[config.mk]
export PLATFORM = sky130hd
export DESIGN_NAME = usb_reg_responder_flat
export DESIGN_NICKNAME = d
export VERILOG_FILES = /design/src/rtl/usb_reg_responder_pkg.sv /design/src/rtl/usb_reg_responder_if.sv /design/src/rtl/usb_reg_responder_bus_sampler.sv /design/src/rtl/usb_reg_responder.sv /design/src/flat_wrapper.sv
export SDC_FILE = /design/constraint.sdc
export NUM_CORES = 1
export LEC_CHECK = 0
export ABC_AREA = 1
export CAP_MARGIN = 20
export CORE_MARGIN = 3
export CORE_UTILIZATION = 41
export DETAILED_ROUTE_END_ITERATION = 10
export HOLD_SLACK_MARGIN = 0.03
export PLACE_DENSITY = 0.7
export SKIP_CTS_REPAIR_TIMING = 1
export SLEW_MARGIN = 15
export SYNTH_ARGS = -nofsm -noshare
export SYNTH_HDL_FRONTEND = slang
export SYNTH_SLANG_ARGS = --single-unit
[constraint.sdc]
create_clock -name clk_usb -period 1.3 [get_ports clk_usb]
set_input_delay 0.26 -clock clk_usb [delete_from_list [all_inputs] [get_ports clk_usb]]
set_output_delay 0.26 -clock clk_usb [all_outputs]
set_load 0.01 [all_outputs]
[src/rtl/usb_reg_responder_pkg.sv]
// Shared definitions for the USB register responder: register map,
// FSM state encoding and bus data width.
package usb_reg_responder_pkg;

    localparam int USB_DATA_W = 8;

    localparam logic [7:0] SAD_REFERENCE         = 8'd42;
    localparam logic [7:0] SAD_THRESHOLD         = 8'd43;
    localparam logic [7:0] SAD_STATUS            = 8'd44;
    localparam logic [7:0] SAD_SHORT             = 8'd45;
    localparam logic [7:0] SAD_MULTIPLE_TRIGGERS = 8'd46;

    typedef enum logic [2:0] {
        ST_IDLE,
        ST_WR_STROBE,
        ST_WR_WAIT,
        ST_RD_STROBE,
        ST_RD_DRIVE
    } usb_state_t;

endpackage

[src/rtl/usb_reg_responder_if.sv]
// USB parallel-bus pins plus the register-side strobes, grouped as one bundle.
interface usb_reg_responder_if #(
    parameter int pADDR_WIDTH   = 8,
    parameter int pBYTECNT_SIZE = 7
);
    import usb_reg_responder_pkg::*;

    logic [pADDR_WIDTH-1:0]   USB_Addr;
    logic [USB_DATA_W-1:0]    USB_Din;
    logic [USB_DATA_W-1:0]    USB_Dout;
    logic                     USB_isOut;
    logic                     USB_RDn;
    logic                     USB_WRn;
    logic                     USB_CEn;
    logic                     USB_ALEn;
    logic [pADDR_WIDTH-1:0]   reg_address;
    logic [pBYTECNT_SIZE-1:0] reg_bytecnt;
    logic                     reg_addrvalid;
    logic [USB_DATA_W-1:0]    reg_datao;
    logic [USB_DATA_W-1:0]    reg_datai;
    logic                     reg_read;
    logic                     reg_write;

    modport slave (
        input  USB_Addr, USB_Din, USB_RDn, USB_WRn, USB_CEn, USB_ALEn, reg_datai,
        output USB_Dout, USB_isOut, reg_address, reg_bytecnt, reg_addrvalid,
               reg_datao, reg_read, reg_write
    );

    modport master (
        output USB_Addr, USB_Din, USB_RDn, USB_WRn, USB_CEn, USB_ALEn, reg_datai,
        input  USB_Dout, USB_isOut, reg_address, reg_bytecnt, reg_addrvalid,
               reg_datao, reg_read, reg_write
    );

endinterface

[src/rtl/usb_reg_responder_bus_sampler.sv]
// Registers the USB bus inputs and flags falling edges on the RD/WR strobes.
module usb_bus_sampler
    import usb_reg_responder_pkg::*;
#(
    parameter int pADDR_WIDTH = 8
) (
    input  logic                   clk_usb,
    input  logic                   reset,
    input  logic [pADDR_WIDTH-1:0] addr,
    input  logic [USB_DATA_W-1:0]  din,
    input  logic                   rdn,
    input  logic                   wrn,
    input  logic                   cen,
    input  logic                   alen,
    output logic [pADDR_WIDTH-1:0] addr_p1,
    output logic [USB_DATA_W-1:0]  din_p1,
    output logic                   rdn_p1,
    output logic                   wrn_p1,
    output logic                   cen_p1,
    output logic                   alen_p1,
    output logic                   rd_fall,
    output logic                   wr_fall
);

    logic rdn_p2;
    logic wrn_p2;

    // stage p1: address/data capture, no reset needed
    always_ff @(posedge clk_usb) begin
        addr_p1 <= addr;
        din_p1  <= din;
    end

    // stage p1/p2: strobes. p1 strobes reset low so a strobe held low across
    // reset release never looks like a fresh fall; the reset-time fall pattern
    // is masked because cen_p1 resets high.
    always_ff @(posedge clk_usb or posedge reset) begin
        if (reset) begin
            rdn_p1  <= 1'b0;
            wrn_p1  <= 1'b0;
            rdn_p2  <= 1'b1;
            wrn_p2  <= 1'b1;
            cen_p1  <= 1'b1;
            alen_p1 <= 1'b1;
        end else begin
            rdn_p1  <= rdn;
            wrn_p1  <= wrn;
            rdn_p2  <= rdn_p1;
            wrn_p2  <= wrn_p1;
            cen_p1  <= cen;
            alen_p1 <= alen;
        end
    end

    assign rd_fall = !rdn_p1 && rdn_p2;
    assign wr_fall = !wrn_p1 && wrn_p2;

endmodule

[src/rtl/usb_reg_responder.sv]
// USB parallel-bus register responder: turns host bus cycles into one-cycle
// register read/write strobes with latched address and burst byte count.
module usb_reg_responder
    import usb_reg_responder_pkg::*;
#(
    parameter int pADDR_WIDTH   = 8,
    parameter int pBYTECNT_SIZE = 7
) (
    input  logic                 clk_usb,
    input  logic                 reset,
    usb_reg_responder_if.slave   bus
);

    logic [pADDR_WIDTH-1:0]   addr_p1;
    logic [USB_DATA_W-1:0]    din_p1;
    logic                     rdn_p1;
    logic                     wrn_p1;
    logic                     cen_p1;
    logic                     alen_p1;
    logic                     rd_fall;
    logic                     wr_fall;

    usb_reg_responder_pkg::usb_state_t state, state_nx;

    logic [pADDR_WIDTH-1:0]   reg_address;
    logic [pBYTECNT_SIZE-1:0] reg_bytecnt;
    logic                     reg_addrvalid;
    logic [USB_DATA_W-1:0]    reg_datao;
    logic [USB_DATA_W-1:0]    usb_dout;
    logic                     usb_isout;
    logic                     addr_latch;
    logic                     byte_done;

    usb_bus_sampler #(.pADDR_WIDTH(pADDR_WIDTH)) u_sampler (
        .clk_usb (clk_usb),
        .reset   (reset),
        .addr    (bus.USB_Addr),
        .din     (bus.USB_Din),
        .rdn     (bus.USB_RDn),
        .wrn     (bus.USB_WRn),
        .cen     (bus.USB_CEn),
        .alen    (bus.USB_ALEn),
        .addr_p1 (addr_p1),
        .din_p1  (din_p1),
        .rdn_p1  (rdn_p1),
        .wrn_p1  (wrn_p1),
        .cen_p1  (cen_p1),
        .alen_p1 (alen_p1),
        .rd_fall (rd_fall),
        .wr_fall (wr_fall)
    );

    always_ff @(posedge clk_usb or posedge reset) begin
        if (reset) state <= ST_IDLE;
        else       state <= state_nx;
    end

    // write takes priority when both strobes fall together
    always_comb begin
        state_nx = state;
        case (state)
            ST_IDLE: begin
                if (!cen_p1 && wr_fall)      state_nx = ST_WR_STROBE;
                else if (!cen_p1 && rd_fall) state_nx = ST_RD_STROBE;
            end
            ST_WR_STROBE: state_nx = ST_WR_WAIT;
            ST_WR_WAIT:   if (wrn_p1) state_nx = ST_IDLE;
            ST_RD_STROBE: state_nx = ST_RD_DRIVE;
            ST_RD_DRIVE:  if (rdn_p1) state_nx = ST_IDLE;
            default:      state_nx = ST_IDLE;
        endcase
    end

    assign addr_latch = (state == ST_IDLE) && !alen_p1 && !cen_p1;
    assign byte_done  = ((state == ST_WR_WAIT) && wrn_p1) ||
                        ((state == ST_RD_DRIVE) && rdn_p1);

    always_ff @(posedge clk_usb or posedge reset) begin
        if (reset) begin
            reg_address   <= '0;
            reg_bytecnt   <= '0;
            reg_addrvalid <= 1'b0;
            reg_datao     <= '0;
            usb_dout      <= '0;
            usb_isout     <= 1'b0;
        end else begin
            if (addr_latch) begin
                reg_address <= addr_p1;
                reg_bytecnt <= '0;
            end else if (byte_done) begin
                reg_bytecnt <= reg_bytecnt + 1'b1;
            end

            if (cen_p1)          reg_addrvalid <= 1'b0;
            else if (addr_latch) reg_addrvalid <= 1'b1;

            if (state == ST_IDLE && state_nx == ST_WR_STROBE)
                reg_datao <= din_p1;

            // read data is captured as the read strobe ends and held until RDn rises
            if (state == ST_RD_STROBE) begin
                usb_dout  <= bus.reg_datai;
                usb_isout <= 1'b1;
            end else if (state == ST_RD_DRIVE && rdn_p1) begin
                usb_isout <= 1'b0;
            end
        end
    end

    assign bus.reg_write     = (state == ST_WR_STROBE);
    assign bus.reg_read      = (state == ST_RD_STROBE);
    assign bus.reg_address   = reg_address;
    assign bus.reg_bytecnt   = reg_bytecnt;
    assign bus.reg_addrvalid = reg_addrvalid;
    assign bus.reg_datao     = reg_datao;
    assign bus.USB_Dout      = usb_dout;
    assign bus.USB_isOut     = usb_isout;

endmodule

[src/flat_wrapper.sv]
// flat-port wrapper written by rule: the top's interface ports become plain ports
module usb_reg_responder_flat import usb_reg_responder_pkg::*;
#(
    parameter int pADDR_WIDTH   = 8,
    parameter int pBYTECNT_SIZE = 7
)
  (clk_usb, reset, bus_USB_Addr, bus_USB_Din, bus_USB_RDn, bus_USB_WRn, bus_USB_CEn, bus_USB_ALEn, bus_reg_datai, bus_USB_Dout, bus_USB_isOut, bus_reg_address, bus_reg_bytecnt, bus_reg_addrvalid, bus_reg_datao, bus_reg_read, bus_reg_write);
  usb_reg_responder_if #(.pADDR_WIDTH(pADDR_WIDTH), .pBYTECNT_SIZE(pBYTECNT_SIZE)) bus_i ();
  input  logic clk_usb;
  input  logic reset;
  input wire logic [$bits(bus_i.USB_Addr)-1:0] bus_USB_Addr;
  input wire logic [$bits(bus_i.USB_Din)-1:0] bus_USB_Din;
  input wire logic [$bits(bus_i.USB_RDn)-1:0] bus_USB_RDn;
  input wire logic [$bits(bus_i.USB_WRn)-1:0] bus_USB_WRn;
  input wire logic [$bits(bus_i.USB_CEn)-1:0] bus_USB_CEn;
  input wire logic [$bits(bus_i.USB_ALEn)-1:0] bus_USB_ALEn;
  input wire logic [$bits(bus_i.reg_datai)-1:0] bus_reg_datai;
  output wire logic [$bits(bus_i.USB_Dout)-1:0] bus_USB_Dout;
  output wire logic [$bits(bus_i.USB_isOut)-1:0] bus_USB_isOut;
  output wire logic [$bits(bus_i.reg_address)-1:0] bus_reg_address;
  output wire logic [$bits(bus_i.reg_bytecnt)-1:0] bus_reg_bytecnt;
  output wire logic [$bits(bus_i.reg_addrvalid)-1:0] bus_reg_addrvalid;
  output wire logic [$bits(bus_i.reg_datao)-1:0] bus_reg_datao;
  output wire logic [$bits(bus_i.reg_read)-1:0] bus_reg_read;
  output wire logic [$bits(bus_i.reg_write)-1:0] bus_reg_write;
  assign bus_i.USB_Addr = bus_USB_Addr;
  assign bus_i.USB_Din = bus_USB_Din;
  assign bus_i.USB_RDn = bus_USB_RDn;
  assign bus_i.USB_WRn = bus_USB_WRn;
  assign bus_i.USB_CEn = bus_USB_CEn;
  assign bus_i.USB_ALEn = bus_USB_ALEn;
  assign bus_i.reg_datai = bus_reg_datai;
  assign bus_USB_Dout = bus_i.USB_Dout;
  assign bus_USB_isOut = bus_i.USB_isOut;
  assign bus_reg_address = bus_i.reg_address;
  assign bus_reg_bytecnt = bus_i.reg_bytecnt;
  assign bus_reg_addrvalid = bus_i.reg_addrvalid;
  assign bus_reg_datao = bus_i.reg_datao;
  assign bus_reg_read = bus_i.reg_read;
  assign bus_reg_write = bus_i.reg_write;
  usb_reg_responder #(.pADDR_WIDTH(pADDR_WIDTH), .pBYTECNT_SIZE(pBYTECNT_SIZE)) u_core (.clk_usb(clk_usb), .reset(reset), .bus(bus_i));
endmodule
-- Word level (Yosys, flattened, before mapping)
Index checks and enable logic that the tools add are counted.
- bits in registers: 58
- input port bits: 30
- word-level logic and storage cells: 50
- output and inout bits: 35
- add/sub/neg operators: 1
- reductions and logical operators: 18
- multiplexer cells: 11
- equality and inequality tests: 5
- operators by type and width (operator ; count):
    case mux 3 bit (5 select lines) ; 1
    2-to-1 mux 7 bit ; 2
    2-to-1 mux 3 bit ; 4
    logical AND 1 bit ; 9
    adder 7 x 1 -> 7 bit, second input constant ; 1
    == test 3 x 1 -> 1 bit, second input constant ; 2
    == test 3 x 2 -> 1 bit, second input constant ; 2
    nonzero test 2 bit ; 3
    zero test 1 bit ; 4
    2-to-1 mux 1 bit ; 4
    == test 3 bit, second input constant ; 1
    zero test 3 bit ; 1
    logical OR 1 bit ; 1

-- Longest topological paths before layout
- depth after elaboration: 8
- gate-level depth with buffers: 8
- depth with buffers taken out: 8

-- Modules after synthesis
From an unflattened synthesis, not the netlist that was laid out.
- cells, all modules: 215
- area, all modules: 2123.3 um^2
- modules (own cells, without submodules) (module ; area each (um^2) ; sequential area each (um^2) ; times used ; cells an instance):
    usb_reg_responder ; 1624.1 ; 900.9 ; 1 ; 188
    usb_bus_sampler ; 499.2 ; 475.5 ; 1 ; 27

-- Worst setup path after synthesis
OpenSTA, ideal clock, no wires.
- path type: register to register
- start: register u_core.state[2]
- end: register u_core.reg_datao[0] (netlist: u_core.bus.reg_datao[0])
- setup slack: 0.035 ns
- library setup time: 0.118 ns
- cell stages (with the launch flop): 7
- buffers on the path: 0
- clock period less this slack: 1.265 ns
- arrival time: 1.147 ns
- data required time: 1.182 ns
- cell sequence: dfrtp_1 -> inv_2 -> nand3_2 -> a21oi_4 -> nand3_4 -> nand2_1 -> nand2_1
- elaborated cells on any way between the ends: 12
- classes of those cells: eq/ne: 5; mux: 5; reduce/logical: 2
- RTL lines (item ; RTL line ; source):
    start: declaration ; usb_reg_responder.sv:23 ; usb_reg_responder_pkg::usb_state_t state, state_nx;
    start signal: assignment ; usb_reg_responder.sv:55 ; else state <= state_nx;
    == test 3 bit (tied with other cells) ; usb_reg_responder.sv:61 ; case (state)
    case mux 3 bit (5 select lines) * ; usb_reg_responder.sv:61 ;
    named net u_core.state_nx[0] ; usb_reg_responder.sv:23 ;
    == test 3 x 1 -> 1 bit * ; usb_reg_responder.sv:97 ; if (state == ST_IDLE && state_nx == ST_WR_STROBE)
    logical AND 1 bit * ; usb_reg_responder.sv:97 ;
    end signal: assignment ; usb_reg_responder.sv:98 ; reg_datao <= din_p1;
    end: declaration ; usb_reg_responder.sv:28 ; logic [USB_DATA_W-1:0] reg_datao;
Mark *: on every way through the listed nets, which the timed path passes. The rest lies on a longest branch.
A chain may end at the register's enable or synchronous reset.

-- Worst setup path in the final report
- start: register u_core.state[2]
- end: register u_core.reg_datao[4] (netlist: u_core.bus.reg_datao[4])
The elaborated chain is that of the path after synthesis.

==> flow_summary.json <==
{
  "synth_instances": 208,
  "max_cap_viols": 0,
  "r2r_setup_slack_ns": -0.08,
  "route.detailed.vias_per_inst": 4.61,
  "h-tree-depth": 3,
  "clock-skew-final_ns": 0.00853,
  "tritoncts": "built",
  "vdd_drop_max_mv": 1.10,
  "placed_cells": 357,
  "grt.overflow.total": 0,
  "async_flop_share_pct": 72.4,
  "final_util_pct": 71.7,
  "fin_ws_ns": -0.0826,
  "antenna_violations_before_repair": 0,
  "final_hold_viol_count": 0,
  "drt-total-wl_mm": 4.68,
  "path_type_of_the_worst_setup_path": "reg2reg",
  "synth_area_per_cell_sq_um": 10.2,
  "pwr_density_cell_nw_per_um2": 2000,
  "synth_seq_cells": 58,
  "nets": 338,
  "number_of_nets_with_antenna_violations_after_detailed_routing": 0,
  "fp-row-count": 25,
  "gr-usage-all-layers_pct": 15.9,
  "cp-end-kind": "register",
  "crit_required_ns": 1.51,
  "path_clk_slew_ns": 0.07,
  "remaining_drc_errors": 0,
  "final_cells": 379,
  "cp.arrival_ns": 1.59,
  "clkLatencyLatePin_ns": 0.32,
  "synth.yosys.seq_area_share_pct": 64.9,
  "detail_route.wl_per_cell_um": 12.3,
  "worst_hold_path_type": "in2async",
  "synth_flop_cell": "sky130_fd_sc_hd__dfrtp_1",
  "first_global_vias": 1733,
  "cells_on_worst_reg2reg_path": 7,
  "initial_core_util_pct": 43.8,
  "count_of_antenna_diodes_in_the_layout": 0,
  "leakage_nw": 2.00,
  "maximum_number_of_pins_on_one_net_before_global_route_repair": 43,
  "most_frequent_standard_cell_in_the_layout_excluding_fill_and_tap_cells": "sky130_fd_sc_hd__nand2_1",
  "io_buffer_count": 64,
  "timing.max_slew.rel_slack_pct": 77.3,
  "half_perimeter_wire_length_of_the_detailed_placement_result_mm": 3.07,
  "violations": "setup timing",
  "area_growth_syn_to_layout_pct": 63.9,
  "drt_first_iter_violations": 67,
  "grt_first_pass_wirelength_mm": 7.68,
  "first_pass_iters": 4,
  "io_pins": 65,
  "die_width_um": 77.9,
  "netlist_area_before_placement_sq_um": 2120,
  "die-area_sq_um": 6070,
  "max_slew.worst_pin.slew_ns": 0.340,
  "cts-root-buf": "sky130_fd_sc_hd__clkbuf_8",
  "globalplace.congestion": 0.760,
  "final.min_clock_period_ns": 1.38,
  "synth_enable_flop_cells": 0,
  "synthDistinctLibCells": 23,
  "fin_area_sq_um": 3480,
  "slew_limit_fails": 0,
  "drive_gt1_share_pct": 26.3,
  "finalSetupViolCount": 12,
  "rsz0062_at_grt": "yes",
  "synth_warn": 0,
  "max-clock-path-buffers": 2,
  "layout.cells.most_common_list": "sky130_fd_sc_hd__nand2_1 (78), sky130_fd_sc_hd__dfrtp_1 (37), sky130_fd_sc_hd__dlymetal6s2s_1 (33)",
  "maximum_fanout_count_along_the_critical_path": 8,
  "tritoncts.num_buffers": 9,
  "dr_total_vias": 1747,
  "endpoint_of_the_most_critical_register_to_register_path": "u_core.bus.reg_datao[4]",
  "start_kind": "register",
  "period_share_pct": 106,
  "maxClockFrequency_mhz": 723,
  "chipHeight_um": 77.9,
  "floorplan.core_area_sq_um": 4850,
  "synthesis.nets": 239,
  "cts.sinks": 58,
  "place_worst_setup_slack_ns": -0.166,
  "status": "finished with violations",
  "worst_r2r_startpoint": "u_core.state[2]",
  "post_dp_cell_area_sq_um": 2990
}
==> how the worst max path moves through the flow <==
stage	to	depth (start not counted)	startpoint	slack [ns]
global route	u_core.bus.reg_datao[4]	7	u_core.state[2]	-0.17
floorplan	u_core.bus.reg_datao[0]	6	u_core.state[2]	0.03
detailed placement	bus_reg_read	3	u_core.state[1]	-0.17
global placement	bus_reg_read	3	u_core.state[1]	-0.16
CTS	bus_reg_read	3	u_core.state[1]	-0.52
finish	u_core.bus.reg_datao[4]	7	u_core.state[2]	-0.08
==> cells in the mapped netlist, types with 4 or more instances <==
library cell	instances	share of area (%)
sky130_fd_sc_hd__dfstp_2	4	5.0
sky130_fd_sc_hd__nand3_1	9	2.1
sky130_fd_sc_hd__nand4_1	12	3.5
sky130_fd_sc_hd__dfrtp_1	38	45
sky130_fd_sc_hd__nor2_1	4	0.71
sky130_fd_sc_hd__o21ai_1	4	0.94
sky130_fd_sc_hd__nand2_1	88	16
sky130_fd_sc_hd__inv_2	6	1.1
sky130_fd_sc_hd__dfxtp_1	16	15
sky130_fd_sc_hd__inv_1	9	1.6
==> state kept, by name (all words and copies together) (netlist names), 3 cells and up <==
register                  count
u_core.bus.USB_Dout           8
u_core.bus.reg_address        8
u_core.bus.reg_bytecnt        7
u_core.bus.reg_datao          8
u_core.state                  3
u_core.u_sampler.addr_p1      8
u_core.u_sampler.din_p1       8
==> power breakdown <==
part | internal [mW] | total, mW | switching, mW
clock | 1.08 | 1.77 | 0.690
sequential | 2.29 | 2.57 | 0.281
combinational | 1.32 | 2.63 | 1.31
==> cells by family (layout without fill, tap and decap cells) <==
logic type,Yosys count,count (layout),synth area share [%]
simple gates,123,125,28.1
flops,58,58,64.9
buf+inv,16,118,3.18
compound gates,8,8,2.42
xor+xnor,2,2,0.826
fa+ha+maj,1,1,0.590
==> through the flow <==
stage          hold slack [ns]  TNS, ns  power [mW]
4_1_cts                  0.279    -9.45        6.82
2_1_floorplan            0.264        0        3.69
6_report                 0.270   -0.737        6.97
3_5_place_dp             0.413    -2.31        5.03
3_3_place_gp             0.404    -1.59        4.99
5_1_grt                  0.326    -2.22        7.42
==> metal layers <==
metal,up-vias,GRT usage (%),share of wire [%]
met5,-,0,0
met4,0,7.69,1.5
met3,8,4.18,5.2
met2,51,25.3,49
met1,819,20.0,44
li1,869,-,-
==> worst max-delay path, cell delays in order (launching register included) <==
cell                      delay, ns
sky130_fd_sc_hd__dfrtp_2       0.45
sky130_fd_sc_hd__buf_6         0.14
sky130_fd_sc_hd__inv_6         0.06
sky130_fd_sc_hd__nand3_4       0.11
sky130_fd_sc_hd__a21oi_4       0.20
sky130_fd_sc_hd__nand3_4       0.17
sky130_fd_sc_hd__nand2_1       0.09
sky130_fd_sc_hd__nand2_1       0.05
==> layout make-up <==
cell class	count	area [sq um]
Clock buffer	11	131
Clock inverter	5	78.8
Fill cell	359	1370
Inverter	15	72.6
Multi-Input combinational cell	136	805
Sequential cell	58	1380
Tap cell	67	83.8
Timing Repair Buffer	87	928
Note: power is estimated with default switching activity, not from simulation.
